`src/rtl/apb_seg_display_if.sv`:
```
`timescale 1ns/1ps
// APB bus bundle for the seven-segment display controller.
// Handshake: a write is accepted on the setup phase (PSEL & ~PENABLE & PWRITE)
// and lands on the next PCLK edge; PREADY is always 1 so every transfer
// completes without wait states, and PRDATA is valid combinationally from PADDR.
interface apb_seg_display_if;
  logic        PSEL;
  logic [11:2] PADDR;
  logic        PENABLE;
  logic        PWRITE;
  logic [31:0] PWDATA;
  logic [31:0] PRDATA;
  logic        PREADY;
  logic        PSLVERR;

  modport master (
    output PSEL, PADDR, PENABLE, PWRITE, PWDATA,
    input  PRDATA, PREADY, PSLVERR
  );

  modport slave (
    input  PSEL, PADDR, PENABLE, PWRITE, PWDATA,
    output PRDATA, PREADY, PSLVERR
  );
endinterface

```
`src/rtl/apb_seg_display.sv`:
```
`timescale 1ns/1ps
// Six-digit multiplexed seven-segment display controller with an APB register
// file, frame-coherent shadow registers, leading-zero blanking, decimal points
// and 16-level brightness PWM. dbg_scan mirrors the scan FSM state.
module apb_seg_display (
  input  logic                    PCLK,
  input  logic                    PRESETn,
  apb_seg_display_if.slave        apb,
  output logic [7:0]              seg,
  output logic [5:0]              dig,
  output logic                    dbg_scan
);

  typedef enum logic {
    ST_IDLE = 1'b0,
    ST_SCAN = 1'b1
  } state_t;

  localparam logic [15:0] PRESC_RESET  = 16'd24999;
  localparam logic [3:0]  BRIGHT_RESET = 4'd15;

  // Software-visible registers
  logic [23:0] data_q,   data_d;
  logic [2:0]  ctrl_q,   ctrl_d;     // [0] EN, [1] HEX, [2] LZB
  logic [5:0]  dp_q,     dp_d;
  logic [15:0] presc_q,  presc_d;
  logic [3:0]  bright_q, bright_d;

  // Scan state
  state_t      state_q,  state_d;
  logic [15:0] presc_cnt_q, presc_cnt_d;
  logic [2:0]  idx_q,    idx_d;
  logic [3:0]  pwm_cnt_q, pwm_cnt_d;
  logic        frame_q,  frame_d;
  logic [23:0] sh_data_q, sh_data_d;
  logic [5:0]  sh_dp_q,  sh_dp_d;

  // Registered display outputs
  logic [7:0]  seg_q,    seg_d;
  logic [5:0]  dig_q,    dig_d;

  logic        wr_en;
  logic [2:0]  addr;
  logic        scanning;
  logic        unused_bits;

  assign wr_en       = apb.PSEL & ~apb.PENABLE & apb.PWRITE;
  assign addr        = apb.PADDR[4:2];
  assign unused_bits = ^{apb.PADDR[11:5], apb.PWDATA[31:24]};

  // Scanning continues only while both the current and next state are SCAN,
  // so the cycle that enters SCAN and the cycle that leaves it both hold reset.
  assign scanning    = (state_q == ST_SCAN) && (state_d == ST_SCAN);

  assign apb.PREADY  = 1'b1;
  assign apb.PSLVERR = 1'b0;
  assign seg         = seg_q;
  assign dig         = dig_q;
  assign dbg_scan    = (state_q == ST_SCAN);

  // 4-bit code to {g,f,e,d,c,b,a}
  function automatic logic [6:0] seg_decode(input logic [3:0] c);
    logic [6:0] s;
    case (c)
      4'h0: s = 7'h3F;
      4'h1: s = 7'h06;
      4'h2: s = 7'h5B;
      4'h3: s = 7'h4F;
      4'h4: s = 7'h66;
      4'h5: s = 7'h6D;
      4'h6: s = 7'h7D;
      4'h7: s = 7'h07;
      4'h8: s = 7'h7F;
      4'h9: s = 7'h6F;
      4'hA: s = 7'h77;
      4'hB: s = 7'h7C;
      4'hC: s = 7'h39;
      4'hD: s = 7'h5E;
      4'hE: s = 7'h79;
      default: s = 7'h71;
    endcase
    return s;
  endfunction

  // Register file write decode
  always_comb begin
    data_d   = data_q;
    ctrl_d   = ctrl_q;
    dp_d     = dp_q;
    presc_d  = presc_q;
    bright_d = bright_q;
    if (wr_en) begin
      case (addr)
        3'd0:    data_d   = apb.PWDATA[23:0];
        3'd1:    ctrl_d   = apb.PWDATA[2:0];
        3'd2:    dp_d     = apb.PWDATA[5:0];
        3'd3:    presc_d  = apb.PWDATA[15:0];
        3'd4:    bright_d = apb.PWDATA[3:0];
        default: ;
      endcase
    end
  end

  // Read mux, combinational from the address
  always_comb begin
    apb.PRDATA = 32'h0;
    case (addr)
      3'd0:    apb.PRDATA = {8'h00, data_q};
      3'd1:    apb.PRDATA = {29'h0, ctrl_q};
      3'd2:    apb.PRDATA = {26'h0, dp_q};
      3'd3:    apb.PRDATA = {16'h0, presc_q};
      3'd4:    apb.PRDATA = {28'h0, bright_q};
      3'd5:    apb.PRDATA = {28'h0, frame_q, idx_q};
      default: apb.PRDATA = 32'h0;
    endcase
  end

  // FSM next state: SCAN follows EN
  always_comb begin
    state_d = state_q;
    case (state_q)
      ST_IDLE: if (ctrl_q[0])  state_d = ST_SCAN;
      ST_SCAN: if (!ctrl_q[0]) state_d = ST_IDLE;
      default: state_d = ST_IDLE;
    endcase
  end

  // Prescaler, digit index, PWM counter and shadow reloads
  always_comb begin
    presc_cnt_d = presc_cnt_q;
    idx_d       = idx_q;
    pwm_cnt_d   = pwm_cnt_q;
    frame_d     = frame_q;
    sh_data_d   = sh_data_q;
    sh_dp_d     = sh_dp_q;
    if (scanning) begin
      pwm_cnt_d = pwm_cnt_q + 4'd1;
      // >= so that a PRESC lowered below the running count still advances
      if (presc_cnt_q >= presc_q) begin
        presc_cnt_d = 16'd0;
        if (idx_q == 3'd5) begin
          idx_d     = 3'd0;
          frame_d   = ~frame_q;
          sh_data_d = data_q;
          sh_dp_d   = dp_q;
        end else begin
          idx_d = idx_q + 3'd1;
        end
      end else begin
        presc_cnt_d = presc_cnt_q + 16'd1;
      end
    end else begin
      presc_cnt_d = 16'd0;
      idx_d       = 3'd0;
      pwm_cnt_d   = 4'd0;
      // Entering SCAN captures the frame; a same-cycle write lands next frame
      if (state_q == ST_IDLE && state_d == ST_SCAN) begin
        sh_data_d = data_q;
        sh_dp_d   = dp_q;
      end
    end
  end

  // FSM outputs: digit decode, blanking and PWM gating ahead of the output flops
  always_comb begin
    logic [7:0] blank_vec;
    logic [7:0] dp_ext;
    logic [3:0] code;
    logic [6:0] glyph;
    blank_vec = 8'h00;
    dp_ext    = {2'b00, sh_dp_q};
    code      = 4'(sh_data_q >> {idx_q, 2'b00});
    glyph     = 7'h00;
    seg_d     = 8'h00;
    dig_d     = 6'h3F;
    // Blanking ripples down from digit 5 while digits stay zero; digit 0 never blanks
    if (ctrl_q[2]) begin
      blank_vec[5] = (sh_data_q[23:20] == 4'd0);
      for (int i = 4; i >= 1; i--) begin
        blank_vec[i] = blank_vec[i+1] && (sh_data_q[i*4 +: 4] == 4'd0);
      end
    end
    if (!blank_vec[idx_q] && (ctrl_q[1] || code <= 4'd9)) begin
      glyph = seg_decode(code);
    end
    if (scanning && (pwm_cnt_q <= bright_q)) begin
      seg_d = {dp_ext[idx_q], glyph};
      dig_d = ~(6'b000001 << idx_q);
    end
  end

  // State and register flops
  always_ff @(posedge PCLK or negedge PRESETn) begin
    if (!PRESETn) begin
      data_q      <= 24'h0;
      ctrl_q      <= 3'h0;
      dp_q        <= 6'h0;
      presc_q     <= PRESC_RESET;
      bright_q    <= BRIGHT_RESET;
      state_q     <= ST_IDLE;
      presc_cnt_q <= 16'h0;
      idx_q       <= 3'd0;
      pwm_cnt_q   <= 4'd0;
      frame_q     <= 1'b0;
      sh_data_q   <= 24'h0;
      sh_dp_q     <= 6'h0;
      seg_q       <= 8'h00;
      dig_q       <= 6'h3F;
    end else begin
      data_q      <= data_d;
      ctrl_q      <= ctrl_d;
      dp_q        <= dp_d;
      presc_q     <= presc_d;
      bright_q    <= bright_d;
      state_q     <= state_d;
      presc_cnt_q <= presc_cnt_d;
      idx_q       <= idx_d;
      pwm_cnt_q   <= pwm_cnt_d;
      frame_q     <= frame_d;
      sh_data_q   <= sh_data_d;
      sh_dp_q     <= sh_dp_d;
      seg_q       <= seg_d;
      dig_q       <= dig_d;
    end
  end

endmodule

```
`src/flat_wrapper.sv`:
```
// flat-port wrapper written by rule: the top's interface ports become plain ports
module apb_seg_display_flat 
  (PCLK, PRESETn, seg, dig, dbg_scan, apb_PSEL, apb_PADDR, apb_PENABLE, apb_PWRITE, apb_PWDATA, apb_PRDATA, apb_PREADY, apb_PSLVERR);
  apb_seg_display_if apb_i ();
  input  logic PCLK;
  input  logic PRESETn;
  output logic [7:0] seg;
  output logic [5:0] dig;
  output logic dbg_scan;
  input wire logic [$bits(apb_i.PSEL)-1:0] apb_PSEL;
  input wire logic [$bits(apb_i.PADDR)-1:0] apb_PADDR;
  input wire logic [$bits(apb_i.PENABLE)-1:0] apb_PENABLE;
  input wire logic [$bits(apb_i.PWRITE)-1:0] apb_PWRITE;
  input wire logic [$bits(apb_i.PWDATA)-1:0] apb_PWDATA;
  output wire logic [$bits(apb_i.PRDATA)-1:0] apb_PRDATA;
  output wire logic [$bits(apb_i.PREADY)-1:0] apb_PREADY;
  output wire logic [$bits(apb_i.PSLVERR)-1:0] apb_PSLVERR;
  assign apb_i.PSEL = apb_PSEL;
  assign apb_i.PADDR = apb_PADDR;
  assign apb_i.PENABLE = apb_PENABLE;
  assign apb_i.PWRITE = apb_PWRITE;
  assign apb_i.PWDATA = apb_PWDATA;
  assign apb_PRDATA = apb_i.PRDATA;
  assign apb_PREADY = apb_i.PREADY;
  assign apb_PSLVERR = apb_i.PSLVERR;
  apb_seg_display u_core (.PCLK(PCLK), .PRESETn(PRESETn), .apb(apb_i), .seg(seg), .dig(dig), .dbg_scan(dbg_scan));
endmodule
```
`config.mk`:
```
export PLATFORM = sky130hd
export DESIGN_NAME = apb_seg_display_flat
export DESIGN_NICKNAME = d
export VERILOG_FILES = /design/src/rtl/apb_seg_display_if.sv /design/src/rtl/apb_seg_display.sv /design/src/flat_wrapper.sv
export SDC_FILE = /design/constraint.sdc
export NUM_CORES = 1
export LEC_CHECK = 0
export CAP_MARGIN = 40
export CELL_PAD_IN_SITES_DETAIL_PLACEMENT = 0
export CELL_PAD_IN_SITES_GLOBAL_PLACEMENT = 1
export CORE_MARGIN = 4
export CORE_UTILIZATION = 44
export CTS_BUF_LIST = sky130_fd_sc_hd__clkbuf_2
export CTS_CLUSTER_DIAMETER = 40
export DETAILED_ROUTE_END_ITERATION = 10
export PLACE_DENSITY_LB_ADDON = 0.1
export SYNTH_ARGS = -nofsm -noshare
export SYNTH_HDL_FRONTEND = slang
export SYNTH_SLANG_ARGS = --single-unit
export TNS_END_PERCENT = 20
```
`constraint.sdc`:
```
create_clock -name PCLK -period 3.4 [get_ports PCLK]
set_clock_uncertainty 0.1 [all_clocks]
set_input_delay 0.51 -clock PCLK [delete_from_list [all_inputs] [get_ports PCLK]]
set_output_delay 0.51 -clock PCLK [all_outputs]
set_load 0.01 [all_outputs]
```
# Word level (Yosys, flattened, before mapping)
# Memory sizes are Yosys's and may differ from the RTL's.
# Cells that the tools add are included.
# totals
in_bits	47
reg_bits	122
wordCells	86
n_memories	1
rom_bits	112
output_inout_bits	49
# memory_table
memory	depth	width	read_ports	rd_clocked_by_memory_dff	wr	line	rtl
(no name shown)	16	7	1	0	0	apb_seg_display.sv:64	case (c)
# op_classes
shift	2
n_addsub	3
reduce_logical	24
n_bitwise	6
eq_ne	8
n_mux	24
magnitude_cmp	4
# ops
op	n
case mux 24 bit (6 select lines)	1
2-to-1 mux 24 bit	4
2-to-1 mux 16 bit	2
2-to-1 mux 6 bit	5
right shift 24 x 5 -> 4 bit	1
logical NOT 4 bit	5
adder 16 x 1 -> 16 bit, second input constant	1
>= comparator 16 bit	1
AND reduction 2 bit	5
equality test 3 bit, second input constant	3
2-to-1 mux 3 bit	3
logical AND 1 bit	8
2-to-1 mux 8 bit	1
2-to-1 mux 7 bit	1
binary-select mux 1 bit (select 3 bit)	2
equality test 3 x 2 -> 1 bit, second input constant	2
inverter 6 bit	1
AND reduction 3 bit	2
<< shifter 1 x 3 -> 6 bit, first input constant	1
2-to-1 mux 5 bit	1
adder 4 x 1 -> 4 bit, second input constant	1
<= comparator 4 bit	1
<= comparator 4 bit, second input constant	1
< comparator 3 x 4 -> 1 bit, second input constant	1
other kinds (11)	17

# Depth between registers and ports, before layout
# depth
depth_word	12
ltp_mapped	10

# Least setup slack after synthesis
# Ideal clock, no wire load.
# synth_path
path_type	register -> register
startpoint	reg u_core.idx_q[0]
endpoint	reg u_core.seg_q[1] (netlist: u_core.seg[1])
setup_ns	0.096
path_stages_with_launch	9
t_arrival_ns	2.392
n_path_buf	2
required_ns	3.204
setup_slack_ns	0.812
cell_sequence	dfrtp_1 > buf_6 > buf_2 > mux4_2 > a22oi_1 > ha_1 > nand2_1 > a311o_1 > a311oi_2
# synth_via
elab_chain_cells	6
# synth_lines
item	line	rtl
from (decl)	apb_seg_display.sv:32	logic [2:0] idx_q, idx_d;
from (signal assigned)	apb_seg_display.sv:217	idx_q <= idx_d;
right shift 24 x 5 -> 4 bit or binary-select mux 1 bit (select 3 bit) (tied branches)	apb_seg_display.sv:172, apb_seg_display.sv:183	
<= comparator 4 bit or 2-to-1 mux 1 bit (tied branches)	apb_seg_display.sv:183	if (!blank_vec[idx_q] && (ctrl_q[1] || code <= 4'd9)) begin
logical OR 1 bit or logical NOT 1 bit (tied branches)	apb_seg_display.sv:183	
logical AND 1 bit	apb_seg_display.sv:183	
2-to-1 mux 7 bit *	apb_seg_display.sv:183	
2-to-1 mux 8 bit *	apb_seg_display.sv:186	if (scanning && (pwm_cnt_q <= bright_q)) begin
net u_core.seg_d[1]	apb_seg_display.sv:39	logic [7:0] seg_q, seg_d;
to (signal assigned)	apb_seg_display.sv:222	seg_q <= seg_d;
to (decl)	apb_seg_display.sv:39	
# Mark *: on every way through the listed nets, which the timed path passes. The rest lies on a longest branch. The select of a mux whose other input is x is not followed.
# A chain may end at the register's enable or synchronous reset.

# Worst setup path after layout
# layout_path
startpoint	reg u_core.idx_q[0]
endpoint	out apb_PRDATA[0]
# layout_via
elab_chain_cells	1
# layout_lines
item	line	rtl
case mux 24 bit (6 select lines)	apb_seg_display.sv:107	case (addr)
to (decl)	flat_wrapper.sv:15	output wire logic [$bits(apb_i.PRDATA)-1:0] apb_PRDATA;
# Every way passes these cells.

==> summary.txt <==
Run status
  • Status: completed

Logic synthesis
  • Synth warnings: 0
  • Post-synth ARST share: 100%
  • Post-Syn Area: 0.00619 mm^2
  • Most used DFF post-synth: dfrtp_1
  • Flops & latches, synth: 122
  • Cell taking the most area after synthesis: dfrtp_1
  • Post-synth EDFFs: 0
  • Area contributors post-synth: dfrtp_1 (42%), mux2_1 (11%), dfstp_2 (7.6%)
  • Synthesized area per cell: 11.1 um^2
  • Synthesized netlist cell count: 556
  • Post-synth top area share: 42.0%
  • Sequential fraction of the synthesis area: 49.7%
  • Netlist cell types: 54

Clock network
  • CTS max path bufs: 2
  • TritonCTS clock tree: built
  • Worst skew pair latency: 0.70 ns
  • CTS Buf Count: 17
  • Post-CTS setup buffer count: 0
  • CTS HTree Levels: 4
  • Clk sinks: 122
  • Root buf cell: clkbuf_2
  • CTS resizes: 0
  • CTS clk-pin slew, worst paths: 0.18 ns

Drt
  • DR pass1 iterations: 5
  • Routed WL: 14100 um
  • # DRC: 0
  • Via Count: 4385
  • Antenna Nets Post-Route: 0
  • First DRT Iteration DRCs: 167
  • WL/cell: 17.0 um
  • Routed vias/inst: 5.28

Worst hold path
  • Hold depth: 3
  • Hold Crit Class: input pin to register
  • HP Start: apb_PWDATA[14]
  • Hold endpoint: u_core.presc_q[14]

Timing
  • Period utilisation layout: 93.2%
  • Final-report hold violation count: 0
  • Max-slew violation count: 0
  • Worst Tran Pin Value: 0.679 ns
  • Slew HR: 54.6%
  • Tmin final: 3.17 ns
  • Final setup fails: 0
  • Setup TNS: 0 ns
  • Unrepaired setup endpoints after global routing: false
  • Fmax achieved: 0.315 GHz

Global route
  • First-pass GRT wire length: 23300 um
  • Grt total ovfl: 0
  • Vias in the first global route: 4556
  • Initial antenna violation count: 0
  • Pin count of the biggest net entering global routing: 54
  • GRT Overall Usage: 18.5%

Worst setup path
  • Largest stage delay on the critical path: 0.73 ns
  • Crit Path Max Fanout: 14
  • Critical-path top delay cell: dfrtp_1
  • CP Class: register to output port
  • Critical Path Start: u_core.idx_q[0]
  • Worst reg2reg path startpoint: u_core.idx_q[0]
  • CP Cell Sequence: buf_4 -> a21oi_1 -> a21oi_1 -> clkdlybuf4s50_1
  • R2R setup slack: 0.37 ns
  • Crit. End Element: output port
  • Worst EP required: 2.79 ns
  • Reg2reg end: u_core.seg[5]
  • R2R depth: 6
  • CP arrival: 2.56 ns
  • Crit start category: register
  • Cell mode on critical path: a21oi_1

Placed design
  • Placed insts: 797
  • # port buffers: 70
  • Gpl congestion: 0.783
  • Hpwl dp: 10500 um

Run
  • Max-cap viol count: 0

Pwr
  • Static leakage: 3.36 nW
  • Int Pwr: 0.00293 W
  • Combinational power share: 26.3%
  • Clock Power Share: 25.5%
  • Switching Share: 31.4%
  • Reg power frac: 48.2%
  • PD cells: 577 mW/mm^2
  • Psw: 0.00134 W
  • Peak VDD IR: 200 uV

Die
  • Core Rows: 43
  • DIE AREA: 0.0160 mm^2
  • Die W: 127 um
  • Die height: 127 um
  • Initial core utilization: 44.8%
  • IO Count: 96
  • Area of the core: 0.0138 mm^2

Cells and area
  • ANT cells: 0
  • Post-route insts no fill: 830
  • Most frequent cells in the layout: dfrtp_1 (104), clkdlybuf4s50_1 (69), mux2_1 (63)
  • Commonest non-fill, non-tap cell in the layout: dfrtp_1
  • Share of cells above drive strength 1: 13.5%
  • Area grow syn2layout: 19.6%
  • Nets: 711
[logic make-up (layout without fill, tap and decap cells)]
family / after synthesis / after routing / synth area share, %
muxes: 92 / 92 / 17.3
DFF: 122 / 122 / 49.7
AOI/OAI and AO/OA: 75 / 75 / 8.43
other: 2 / 10 / 0.121
and+or+nand+nor: 157 / 157 / 11.6
buffers and inverters: 62 / 148 / 4.71
adders and majority gates: 27 / 27 / 5.46
xor gates and xnor gates: 19 / 19 / 2.69
[cells in the mapped netlist (all sizes together) (2+ instances only)]
cell,instances
a211oi,7
a21oi,10
a221oi,4
a222oi,2
a22oi,16
and2,14
and3,5
buf,24
clkbuf,11
conb,2
dfrtp,104
dfstp,18
ha,27
inv,27
mux2,79
mux2i,9
mux4,4
nand2,48
nand3,10
nand4,5
nor2,56
nor2b,4
nor3,4
nor3b,2
nor4,4
o2111ai,2
o211ai,2
o21a,2
o21ai,19
o221ai,2
xnor2,10
xor2,9
[critical path: cells and delay by family (launching register included)]
| kind | cells | cell delay, ns |
|---|---|---|
| AOI/OAI and AO/OA | 2 | 0.24 |
| buffers and inverters | 2 | 0.89 |
| DFF | 1 | 0.73 |
[through the flow]
| stage | cell area [um^2] | setup slack, ns | hold WS, ns | total power (W) | utilization, % |
|---|---|---|---|---|---|
| floorplan | 6220 | 0.812 | 0.114 | 0.00279 | - |
| global placement | 7100 | 0.302 | 0.373 | 0.00318 | 51.4 |
| detailed placement | 7100 | 0.292 | 0.384 | 0.00322 | 51.4 |
| CTS | 7400 | 0.128 | 0.126 | 0.00433 | 53.5 |
| global route | 7400 | 0.0355 | 0.144 | 0.00455 | 53.5 |
| finish | 7400 | 0.230 | 0.216 | 0.00427 | 53.5 |
[power groups by stage]
| stage | logic (W) | registers, W | clock network, W |
|---|---|---|---|
| after floorplan | 0.000800 | 0.00199 | 0 |
| after global placement | 0.00110 | 0.00208 | 0 |
| after detailed placement | 0.00113 | 0.00209 | 0 |
| after CTS | 0.00114 | 0.00206 | 0.00113 |
| after global routing | 0.00126 | 0.00210 | 0.00119 |
| final | 0.00112 | 0.00206 | 0.00109 |
[worst max path at each step]
stage	endpoint	slack [ns]	cells past startpoint
2_1_floorplan	u_core.seg[1]	0.81	8
3_3_place_gp	apb_PRDATA[9]	0.30	6
3_5_place_dp	apb_PRDATA[9]	0.29	6
4_1_cts	apb_PRDATA[0]	0.13	4
5_1_grt	apb_PRDATA[0]	0.04	4
6_report	apb_PRDATA[0]	0.23	4
[area by class of cell]
class | instances | area, um^2
Tap cell | 180 | 225
Sequential cell | 122 | 3080
Clock buffer | 17 | 85.1
Multi-Input combinational cell | 380 | 2850
Fill cell | 1240 | 6430
Inverter | 27 | 101
Timing Repair Buffer | 89 | 856
Clock inverter | 15 | 205
[state kept, by name, summed over array words and instances (netlist names)]
name                cells
u_core.bright_q         4
u_core.dp_q             6
u_core.data_q          24
u_core.frame_q          1
u_core.ctrl_q           3
u_core.pwm_cnt_q        4
u_core.idx_q            3
u_core.presc_cnt_q     16
u_core.dbg_scan         1
u_core.presc_q         16
u_core.sh_dp_q          6
u_core.sh_data_q       24
u_core.dig              6
u_core.seg              8
[per-layer routing]
layer	vias to the layer above	share of wire [%]	track usage, %	wire length [um]
li1	2098	-	-	-
met1	2191	45	24.7	6340
met2	85	50	30.2	7050
met3	11	4.1	4.17	580
met4	0	0.92	6.06	130
met5	-	0	0	0
[timing repair]
| item | CTS | global route |
|---|---|---|
| hold buffers | 1 | 0 |
| endpoints found under the hold margin | 41 | 0 |
| setup endpoints to repair | 0 | 0 |
Note: power is estimated with default switching activity, not from simulation.
